## src/rtl/i2s_mic_rx.sv

```systemverilog
// i2s_mic_rx: I2S master receiver for a MEMS microphone.
// Generates SCK/WS, deserialises one channel's sample MSB first with the
// standard one-bit delay, then rounds half up and saturates it to OUT_W bits.
// Each result is presented as a one-cycle strobe for the downstream FIR core.
module i2s_mic_rx #(
    parameter int SCK_DIV     = 8,
    parameter int BITS_PER_CH = 32,
    parameter int SAMPLE_BITS = 24,
    parameter int OUT_W       = 16,
    parameter int CHANNEL     = 0,
    parameter int DISCARD     = 2
) (
    input  logic             clk,
    input  logic             rst,
    input  logic             en,
    input  logic             i2s_sd,
    output logic             i2s_sck,
    output logic             i2s_ws,
    output logic [OUT_W-1:0] dout,
    output logic             out_en
);

    localparam int DIV_W  = $clog2(SCK_DIV);
    localparam int BIT_W  = $clog2(2 * BITS_PER_CH);
    localparam int DISC_W = (DISCARD > 0) ? $clog2(DISCARD + 1) : 1;

    localparam logic [DIV_W-1:0]  DIV_LAST   = DIV_W'(SCK_DIV - 1);
    localparam logic [BIT_W-1:0]  FRAME_LAST = BIT_W'(2 * BITS_PER_CH - 1);
    localparam logic [BIT_W-1:0]  SLOT_LEN   = BIT_W'(BITS_PER_CH);
    localparam logic [BIT_W-1:0]  MSB_POS    = BIT_W'(1);
    localparam logic [BIT_W-1:0]  LSB_POS    = BIT_W'(SAMPLE_BITS);
    localparam logic [DISC_W-1:0] DISC_INIT  = DISC_W'(DISCARD);
    localparam logic              CH_SEL     = (CHANNEL != 0) ? 1'b1 : 1'b0;
    localparam logic [OUT_W-1:0]  POS_MAX    = {1'b0, {(OUT_W-1){1'b1}}};

    // Round half up and saturate. top_bits holds the OUT_W most significant
    // sample bits followed by the first discarded bit (the rounding bit).
    // Only the positive end can overflow (0x7FFF + 1); negative full scale
    // plus a rounding bit always stays in range.
    function automatic logic [OUT_W-1:0] round_sat(input logic [OUT_W:0] top_bits);
        logic [OUT_W:0] trunc_v;
        logic [OUT_W:0] sum_v;
        trunc_v = {top_bits[OUT_W], top_bits[OUT_W:1]};
        sum_v   = trunc_v + {{OUT_W{1'b0}}, top_bits[0]};
        if (!sum_v[OUT_W] && sum_v[OUT_W-1]) begin
            round_sat = POS_MAX;
        end else begin
            round_sat = sum_v[OUT_W-1:0];
        end
    endfunction

    logic [DIV_W-1:0]       div_cnt_r;
    logic                   sck_r;
    logic                   ws_r;
    logic [BIT_W-1:0]       bit_cnt_r;
    logic [SAMPLE_BITS-1:0] shift_r;
    logic                   last_bit_r;
    logic [DISC_W-1:0]      disc_cnt_r;
    logic [OUT_W-1:0]       dout_r;
    logic                   out_en_r;

    logic                   tick_s;
    logic                   rise_s;
    logic                   fall_s;
    logic [BIT_W-1:0]       bit_cnt_nxt_s;
    logic [BIT_W-1:0]       slot_k_s;
    logic                   cap_s;
    logic                   lsb_s;

    assign tick_s        = (div_cnt_r == DIV_LAST);
    assign rise_s        = tick_s & ~sck_r;
    assign fall_s        = tick_s & sck_r;
    assign bit_cnt_nxt_s = (bit_cnt_r == FRAME_LAST) ? {BIT_W{1'b0}} : (bit_cnt_r + BIT_W'(1));
    // ws_r is exactly (bit_cnt_r >= BITS_PER_CH), so it selects the slot offset.
    assign slot_k_s      = ws_r ? (bit_cnt_r - SLOT_LEN) : bit_cnt_r;
    assign cap_s         = rise_s & (ws_r == CH_SEL) & (slot_k_s >= MSB_POS) & (slot_k_s <= LSB_POS);
    assign lsb_s         = cap_s & (slot_k_s == LSB_POS);

    // SCK divider: toggles the bit clock every SCK_DIV clk cycles while enabled.
    always_ff @(posedge clk or negedge rst) begin
        if (!rst) begin
            div_cnt_r <= {DIV_W{1'b0}};
            sck_r     <= 1'b0;
        end else if (!en) begin
            div_cnt_r <= {DIV_W{1'b0}};
            sck_r     <= 1'b0;
        end else if (tick_s) begin
            div_cnt_r <= {DIV_W{1'b0}};
            sck_r     <= ~sck_r;
        end else begin
            div_cnt_r <= div_cnt_r + DIV_W'(1);
            sck_r     <= sck_r;
        end
    end

    // Frame bit counter and word select; both advance only on SCK falling.
    always_ff @(posedge clk or negedge rst) begin
        if (!rst) begin
            bit_cnt_r <= {BIT_W{1'b0}};
            ws_r      <= 1'b0;
        end else if (!en) begin
            bit_cnt_r <= {BIT_W{1'b0}};
            ws_r      <= 1'b0;
        end else if (fall_s) begin
            bit_cnt_r <= bit_cnt_nxt_s;
            ws_r      <= (bit_cnt_nxt_s >= SLOT_LEN);
        end else begin
            bit_cnt_r <= bit_cnt_r;
            ws_r      <= ws_r;
        end
    end

    // Sample shift register: captures SD on SCK rise inside the selected slot.
    always_ff @(posedge clk or negedge rst) begin
        if (!rst) begin
            shift_r <= {SAMPLE_BITS{1'b0}};
        end else if (!en) begin
            shift_r <= {SAMPLE_BITS{1'b0}};
        end else if (cap_s) begin
            shift_r <= {shift_r[SAMPLE_BITS-2:0], i2s_sd};
        end else begin
            shift_r <= shift_r;
        end
    end

    // Marks that the sample LSB was captured on the previous edge.
    always_ff @(posedge clk or negedge rst) begin
        if (!rst) begin
            last_bit_r <= 1'b0;
        end else if (!en) begin
            last_bit_r <= 1'b0;
        end else begin
            last_bit_r <= lsb_s;
        end
    end

    // Output strobe, rounded sample and startup discard counter.
    always_ff @(posedge clk or negedge rst) begin
        if (!rst) begin
            dout_r     <= {OUT_W{1'b0}};
            out_en_r   <= 1'b0;
            disc_cnt_r <= DISC_INIT;
        end else if (!en) begin
            dout_r     <= dout_r;
            out_en_r   <= 1'b0;
            disc_cnt_r <= DISC_INIT;
        end else if (last_bit_r) begin
            if (disc_cnt_r == {DISC_W{1'b0}}) begin
                dout_r     <= round_sat(shift_r[SAMPLE_BITS-1 -: OUT_W+1]);
                out_en_r   <= 1'b1;
                disc_cnt_r <= disc_cnt_r;
            end else begin
                dout_r     <= dout_r;
                out_en_r   <= 1'b0;
                disc_cnt_r <= disc_cnt_r - DISC_W'(1);
            end
        end else begin
            dout_r     <= dout_r;
            out_en_r   <= 1'b0;
            disc_cnt_r <= disc_cnt_r;
        end
    end

    assign i2s_sck = sck_r;
    assign i2s_ws  = ws_r;
    assign dout    = dout_r;
    assign out_en  = out_en_r;

endmodule

```

## config.mk

```make
export PLATFORM = sky130hd
export DESIGN_NAME = i2s_mic_rx
export DESIGN_NICKNAME = d
export VERILOG_FILES = /design/src/rtl/i2s_mic_rx.sv
export SDC_FILE = /design/constraint.sdc
export NUM_CORES = 1
export LEC_CHECK = 0
export BUFFER_PORTS_ARGS = -buffer_cell sky130_fd_sc_hd__buf_2
export CAP_MARGIN = 15
export CORE_MARGIN = 5
export CORE_UTILIZATION = 35
export CTS_CLUSTER_SIZE = 20
export DETAILED_ROUTE_END_ITERATION = 6
export HOLD_SLACK_MARGIN = 0.02
export PLACE_DENSITY_LB_ADDON = 0.3
export SLEW_MARGIN = 25
export SYNTH_ARGS = -nofsm -noshare
export SYNTH_HDL_FRONTEND = slang
export SYNTH_SLANG_ARGS = --single-unit
```

## constraint.sdc

```tcl
create_clock -name clk -period 2.55 [get_ports clk]
set_input_delay 0.255 -clock clk [delete_from_list [all_inputs] [get_ports clk]]
set_output_delay 0.255 -clock clk [all_outputs]
set_load 0.02 [all_outputs]
```

# [Yosys cells after proc, flatten, opt, wreduce, memory -nomap -nowiden]
# Cells that the tools add are included.
[word_totals] output_inout_bits=19 inputBits=4 ff_bits=55 elab_cells=58
[op_classes] mux=20 eq_ne=8 order_cmp=3 bitwise=8 n_reduce_logical=5 n_addsub=5
[op_table] cell="$mux W24" count=2
[op_table] cell="$mux W6" count=4
[op_table] cell="$add A16 B2 Y17" count=1
[op_table] cell="$mux W16" count=1
[op_table] cell="$mux W1" count=8
[op_table] cell="$ne A2 B1 Y1 const B" count=4
[op_table] cell="$add A6 B1 Y6 const B" count=1
[op_table] cell="$and A1 B1 Y1" count=6
[op_table] cell="$eq A6 B5 Y1 const B" count=1
[op_table] cell="$eq A6 B6 Y1 const B" count=1
[op_table] cell="$ge A6 B1 Y1 const B" count=1
[op_table] cell="$ge A6 B6 Y1 const B" count=1
[op_table] cell="$le A6 B5 Y1 const B" count=1
[op_table] cell="$mux W2" count=3
[op_table] cell="$mux W3" count=2
[op_table] cell="$sub A6 B6 Y6 const B" count=1
[op_table] cell="$add A3 B1 Y3 const B" count=1
[op_table] cell="$eq A3 B3 Y1 const B" count=1
[op_table] cell="$reduce_and A3 Y1" count=1
[op_table] cell="$logic_not A2 Y1" count=1
[op_table] cell="$ne A2 B2 Y1 const B" count=1
[op_table] cell="$not A1 Y1" count=2
[op_table] cell="$reduce_and A2 Y1" count=1
[op_table] cell="$sub A2 B1 Y2 const B" count=1
[op_table] cell="2 further kinds" count=2

# [Longest topological paths before layout]
[depth] depth_word=7 ltp_mapped=8 depth_no_buf=7

# [Worst setup path after synthesis]
# Ideal clock, no wire load.
[synth_path] path_kind="reg-to-reg" start="register bit_cnt_r[0]" end="register shift_r[10]" t_arrival_ns=1.876 setup_ns=0.132 n_path_buf=1 path_stages_with_launch=7 synth_period_minus_slack_ns=2.008 setup_slack_ns=0.542 required_time_ns=2.418 path_cell_list="dfrtp_1 > ha_1 > or4b_4 > o221ai_4 > buf_6 > mux2i_1 > nor2_1"
[synth_via] elab_chain_cells=6 word_cells_on_any_way=7 cone_classes="add/sub: 1; order compare: 2; eq/ne: 1; mux: 1; bitwise: 2"
[synth_rtl] element="start: declaration" line="55" source="logic [BIT_W-1:0] bit_cnt_r;"
[synth_rtl] element="start signal: assignment" line="99" source="bit_cnt_r <= {BIT_W{1'b0}};"
[synth_rtl] element="start signal: assignment" line="102" source="bit_cnt_r <= {BIT_W{1'b0}};"
[synth_rtl] element="start signal: assignment" line="105" source="bit_cnt_r <= bit_cnt_nxt_s;"
[synth_rtl] element="$sub A6 B6 Y6" line="75" source="assign slot_k_s = ws_r ? (bit_cnt_r - SLOT_LEN) : bit_cnt_r;"
[synth_rtl] element="$mux W6 (*)" line="75"
[synth_rtl] element="$ge A6 B1 Y1" line="76" source="assign cap_s = rise_s & (ws_r == CH_SEL) & (slot_k_s >= MSB_POS) & (slot_k_s <= LSB_POS);"
[synth_rtl] element="$and A1 B1 Y1" line="76"
[synth_rtl] element="$and A1 B1 Y1 (*)" line="76"
[synth_rtl] element="$ne A2 B1 Y1 (no line) (*)"
[synth_rtl] element="end signal: assignment" line="116" source="shift_r <= {SAMPLE_BITS{1'b0}};"
[synth_rtl] element="end signal: assignment" line="118" source="shift_r <= {SAMPLE_BITS{1'b0}};"
[synth_rtl] element="end signal: assignment" line="120" source="shift_r <= {shift_r[SAMPLE_BITS-2:0], i2s_sd};"
[synth_rtl] element="end: declaration" line="56" source="logic [SAMPLE_BITS-1:0] shift_r;"
# Mark *: on every way between the ends. The rest lies on a longest branch, timed or not.
# A chain may end at the register's enable or synchronous reset.

# [Final worst setup path]
[layout_path] start="register bit_cnt_r[1]" end="register shift_r[22]"
# The elaborated chain is that of the path after synthesis.

==> qor.txt <==
FINAL LAYOUT
-----------------------------------------------------------------------------------------------------------------
Diode count                                                                                                     0
Final Cell Area                                                                                         3000 um^2
Number of nets at the end of the flow                                                                         301
Final standard cell count with taps included and fillers excluded                                             391
Share of post-route cells with drive strength above 1                                                       14.9%
Synth-to-Final Area Change                                                                                  11.7%

TIMING
-----------------------------------------------------------------------------------------------------------------
Fin crit period                                                                                           2.03 ns
Final hold vios                                                                                                 0
Tightest slew margin relative to the limit                                                                  53.6%
Measured slew at the worst slew-check pin                                                                0.696 ns
Final setup vio count                                                                                           0
Clock Skews                                                                                             0.0129 ns
Maximum operating frequency                                                                               493 MHz
Share of the clock period used by the worst path after layout                                               79.6%
Max-slew violation count                                                                                        0
RSZ-0062 raised after global routing                                                                           no
Setup TNS                                                                                                    0 ns
Worst hold slack across all endpoints                                                                   0.0624 ns

LOGIC SYNTHESIS
-----------------------------------------------------------------------------------------------------------------
Yosys synthesis warning count                                                                                   0
Synth Area per Inst                                                                                     10.2 um^2
Arithmetic-cell share of the synthesized area counting full adders, half adders and majority gates          4.20%
Prevailing post-synth register cell                                                                  sky130_fd_sc_hd__dfrtp_1
Largest area contributor in the netlist                                                              sky130_fd_sc_hd__dfrtp_1
Fraction of synthesized area in multiplexers                                                                9.00%
Synth Area in Simple Gates                                                                                  19.6%
Xor and xnor fraction of the mapped netlist area                                                            4.90%
Fraction of the mapped netlist area in compound gates                                                       8.07%
Count of distinct cell types in the synthesized netlist                                                        39
Top-count cell post-synth                                                                            sky130_fd_sc_hd__dfrtp_1
FFs w/ async S/R, synth                                                                                      100%
Fraction of synthesized cell area taken by the top area cell type                                           50.3%
Post-synth EDFFs                                                                                                0
Total nets after synthesis                                                                                    277
Summed instance area of the synthesized netlist                                                         2680 um^2
Most area-consuming cells after synthesis                                                            sky130_fd_sc_hd__dfrtp_1, sky130_fd_sc_hd__mux2i_1, sky130_fd_sc_hd__nor2_1, sky130_fd_sc_hd__nand2_1, sky130_fd_sc_hd__ha_1
Seq cells post-synth                                                                                           55
Cell count after synthesis                                                                                    264
Most instantiated cells after synthesis                                                              sky130_fd_sc_hd__dfrtp_1, sky130_fd_sc_hd__nor2_1, sky130_fd_sc_hd__nand2_1
Combinational family with the most area after synthesis                                              simple AND/OR/NAND/NOR gates
Share of synthesized area occupied by flip-flops and latches                                                51.3%

POWER AND IR DROP
-----------------------------------------------------------------------------------------------------------------
Pwr/cell area                                                                                         467 nW/um^2
Internal power                                                                                            1.08 mW
Power dissipated by switching net loads                                                                  0.324 mW
Switching Fraction                                                                                          23.1%
Relative contribution of sequential cells to total power                                                    62.7%
Total power                                                                                               1.40 mW
Comb pwr share                                                                                               2.7%
Static Leak                                                                                               1.58 nW
Portion of total power attributed to the clock network                                                      34.7%
Peak supply drop                                                                                           242 uV

PLACE
-----------------------------------------------------------------------------------------------------------------
Placed instance count                                                                                         383
Input/output buffers                                                                                           22
Cell area reported after detailed placement                                                             2910 um^2
Routability congestion estimate from global placement                                                       0.750
Post-DP HPWL                                                                                              3270 um

FLOORPLAN
-----------------------------------------------------------------------------------------------------------------
Initial Util                                                                                                35.3%
# IOs                                                                                                          23
Area of the die                                                                                         9520 um^2
Die Wd                                                                                                    97.6 um
Core Rows                                                                                                      32
Die Span Y                                                                                                97.6 um
Std-Cell Core Area                                                                                      7610 um^2

CLOCKING
-----------------------------------------------------------------------------------------------------------------
Master cell of the clock root buffer                                                                 sky130_fd_sc_hd__clkbuf_8
Clk_lat worst skew                                                                                        0.31 ns
Hold buffer count at cts                                                                                        0
Clock-pin slew on the worst setup and hold paths                                                          0.11 ns
Clock Tree Buf Depth                                                                                            2
Resize count post-CTS                                                                                           0
Post-CTS setup buffer count                                                                                     0
Clock sink count                                                                                               55
CTS tree                                                                                                     done
CTS H-tree lvls                                                                                                 2
TritonCTS Buffers                                                                                               5

CRITICAL PATH
-----------------------------------------------------------------------------------------------------------------
Data arrival time of the critical path                                                                    2.23 ns
Startpoint types                                                                                             flop
CP max stage cell                                                                                    sky130_fd_sc_hd__or4b_4
Startpoint of the worst register-to-register path                                                    bit_cnt_r[1]$_DFFE_PN0P_
Crit path kind                                                                                         reg -> reg
Longest individual stage delay on the worst path                                                          0.53 ns
Cell depth of the worst flop-to-flop path                                                                       7
Endpoint type of the worst setup path                                                                        flop
Terminus of the critical flop-to-flop path                                                           shift_r[22]$_DFFE_PN0P_
Reg-to-reg setup timing slack                                                                             0.52 ns
Largest fanout on the critical path                                                                            25
Sequence of cells on the critical path                                                               inv_1 -> ha_1 -> or4b_4 -> o221ai_4 -> buf_12 -> mux2i_1 -> nor2_1
Critical Path RT                                                                                          2.75 ns

ROUTING
-----------------------------------------------------------------------------------------------------------------
Iteration count of the initial detailed-routing pass                                                            4
Average detailed-routed wire length per instance                                                          12.4 um
Detailed-route DRC error count                                                                                  0
Number of vias after detailed routing                                                                        1901
Detailed Route Iter0 Violations                                                                                75
Vias per Instance                                                                                            4.86
Remaining antenna violation count                                                                               0
Post-Route WL                                                                                             4840 um

GLOBAL ROUTE
-----------------------------------------------------------------------------------------------------------------
GRT Util Overall                                                                                            10.9%
Global-route wire length before repair                                                                    8780 um
Number of global-route vias before repair                                                                    1900
Grt total ovfl                                                                                                  0
Maximum number of pins on one net before global-route repair                                                   56
Antenna violations before repair                                                                                0

RUN
-----------------------------------------------------------------------------------------------------------------
Count of maximum capacitance violations                                                                         0

HOLD PATH
-----------------------------------------------------------------------------------------------------------------
Classification of the worst-slack hold path                                                           in -> async

RUN STATUS
-----------------------------------------------------------------------------------------------------------------
Run status                                                                                              completed

-- critical path: cells and delay by family, from the launching register on --
family | cells | cell delay [ns]
adder cells (fa/ha/maj) | 1 | 0.18
AND/OR/NAND/NOR | 2 | 0.58
buffers and inverters | 2 | 0.32
multiplexers | 1 | 0.23
flip-flops | 1 | 0.40
AO/OA/AOI/OAI | 1 | 0.21
-- placed cells by master (no fill, tap or decap), drive strengths merged, types with 5 or more instances in the layout --
cell type | netlist | final
nor2 | 45 | 45
buf | 4 | 26
nor3 | 6 | 6
clkbuf | 5 | 6
a21oi | 9 | 9
o21ai | 10 | 10
mux2i | 23 | 23
xnor2 | 7 | 7
nand2 | 32 | 32
ha | 9 | 9
nand3 | 9 | 9
inv | 5 | 5
o211ai | 5 | 5
dfrtp | 54 | 54
xor2 | 8 | 8
and3 | 5 | 5
-- power groups by stage --
stage	Combinational [mW]	Sequential (mW)	Clock, mW
2_1_floorplan	0.0127	0.894	0
3_3_place_gp	0.0392	0.894	0
3_5_place_dp	0.0401	0.894	0
4_1_cts	0.0402	0.877	0.505
5_1_grt	0.0457	0.878	0.534
6_report	0.0376	0.877	0.485
-- cells by family after synthesis --
family | after synthesis
flops | 55
buf+inv | 16
simple gates | 113
xor+xnor | 15
fa+ha+maj | 9
compound gates | 32
mux | 24
-- how the worst max path moves through the flow --
stage,start,endpoint,cells after the start
2_1_floorplan,bit_cnt_r[0]$_DFFE_PN0P_,shift_r[10]$_DFFE_PN0P_,6
3_3_place_gp,bit_cnt_r[1]$_DFFE_PN0P_,shift_r[20]$_DFFE_PN0P_,7
3_5_place_dp,bit_cnt_r[1]$_DFFE_PN0P_,shift_r[12]$_DFFE_PN0P_,7
4_1_cts,bit_cnt_r[1]$_DFFE_PN0P_,shift_r[12]$_DFFE_PN0P_,7
5_1_grt,shift_r[7]$_DFFE_PN0P_,dout[4]$_DFFE_PN0P_,7
6_report,bit_cnt_r[1]$_DFFE_PN0P_,shift_r[22]$_DFFE_PN0P_,7
-- layout make-up --
type / count / area (um^2)
fill: 800 / 4610
clock inverter: 2 / 12.5
inverter: 7 / 26.3
tap: 102 / 128
timing repair buffer: 26 / 153
sequential: 55 / 1380
clock buffer: 6 / 72.6
multi-input combinational: 193 / 1230
-- layer usage --
metal | GRT usage (%) | wire [um] | part of all wire (%) | up-vias
met5 | 0 | 0 | 0 | -
met4 | 2.56 | 46 | 0.95 | 0
met3 | 3.09 | 265 | 5.5 | 6
met2 | 17.6 | 2130 | 44 | 43
met1 | 14.4 | 2400 | 50 | 906
li1 | - | - | - | 946
-- stage by stage --
stage                     setup slack [ns]  util [%]
after floorplan                      0.542         -
after global placement               0.567      38.3
final                                0.520      39.4
after global routing                 0.332      39.4
after detailed placement             0.533      38.3
after CTS                            0.511      39.4
-- state kept, by name, indices dropped and copies added, names as in the netlist --
register,flops
div_cnt_r,3
disc_cnt_r,2
bit_cnt_r,6
shift_r,24
i2s_sck,1
i2s_ws,1
out_en,1
dout,16
last_bit_r,1
Note: power is estimated with default switching activity, not from simulation.
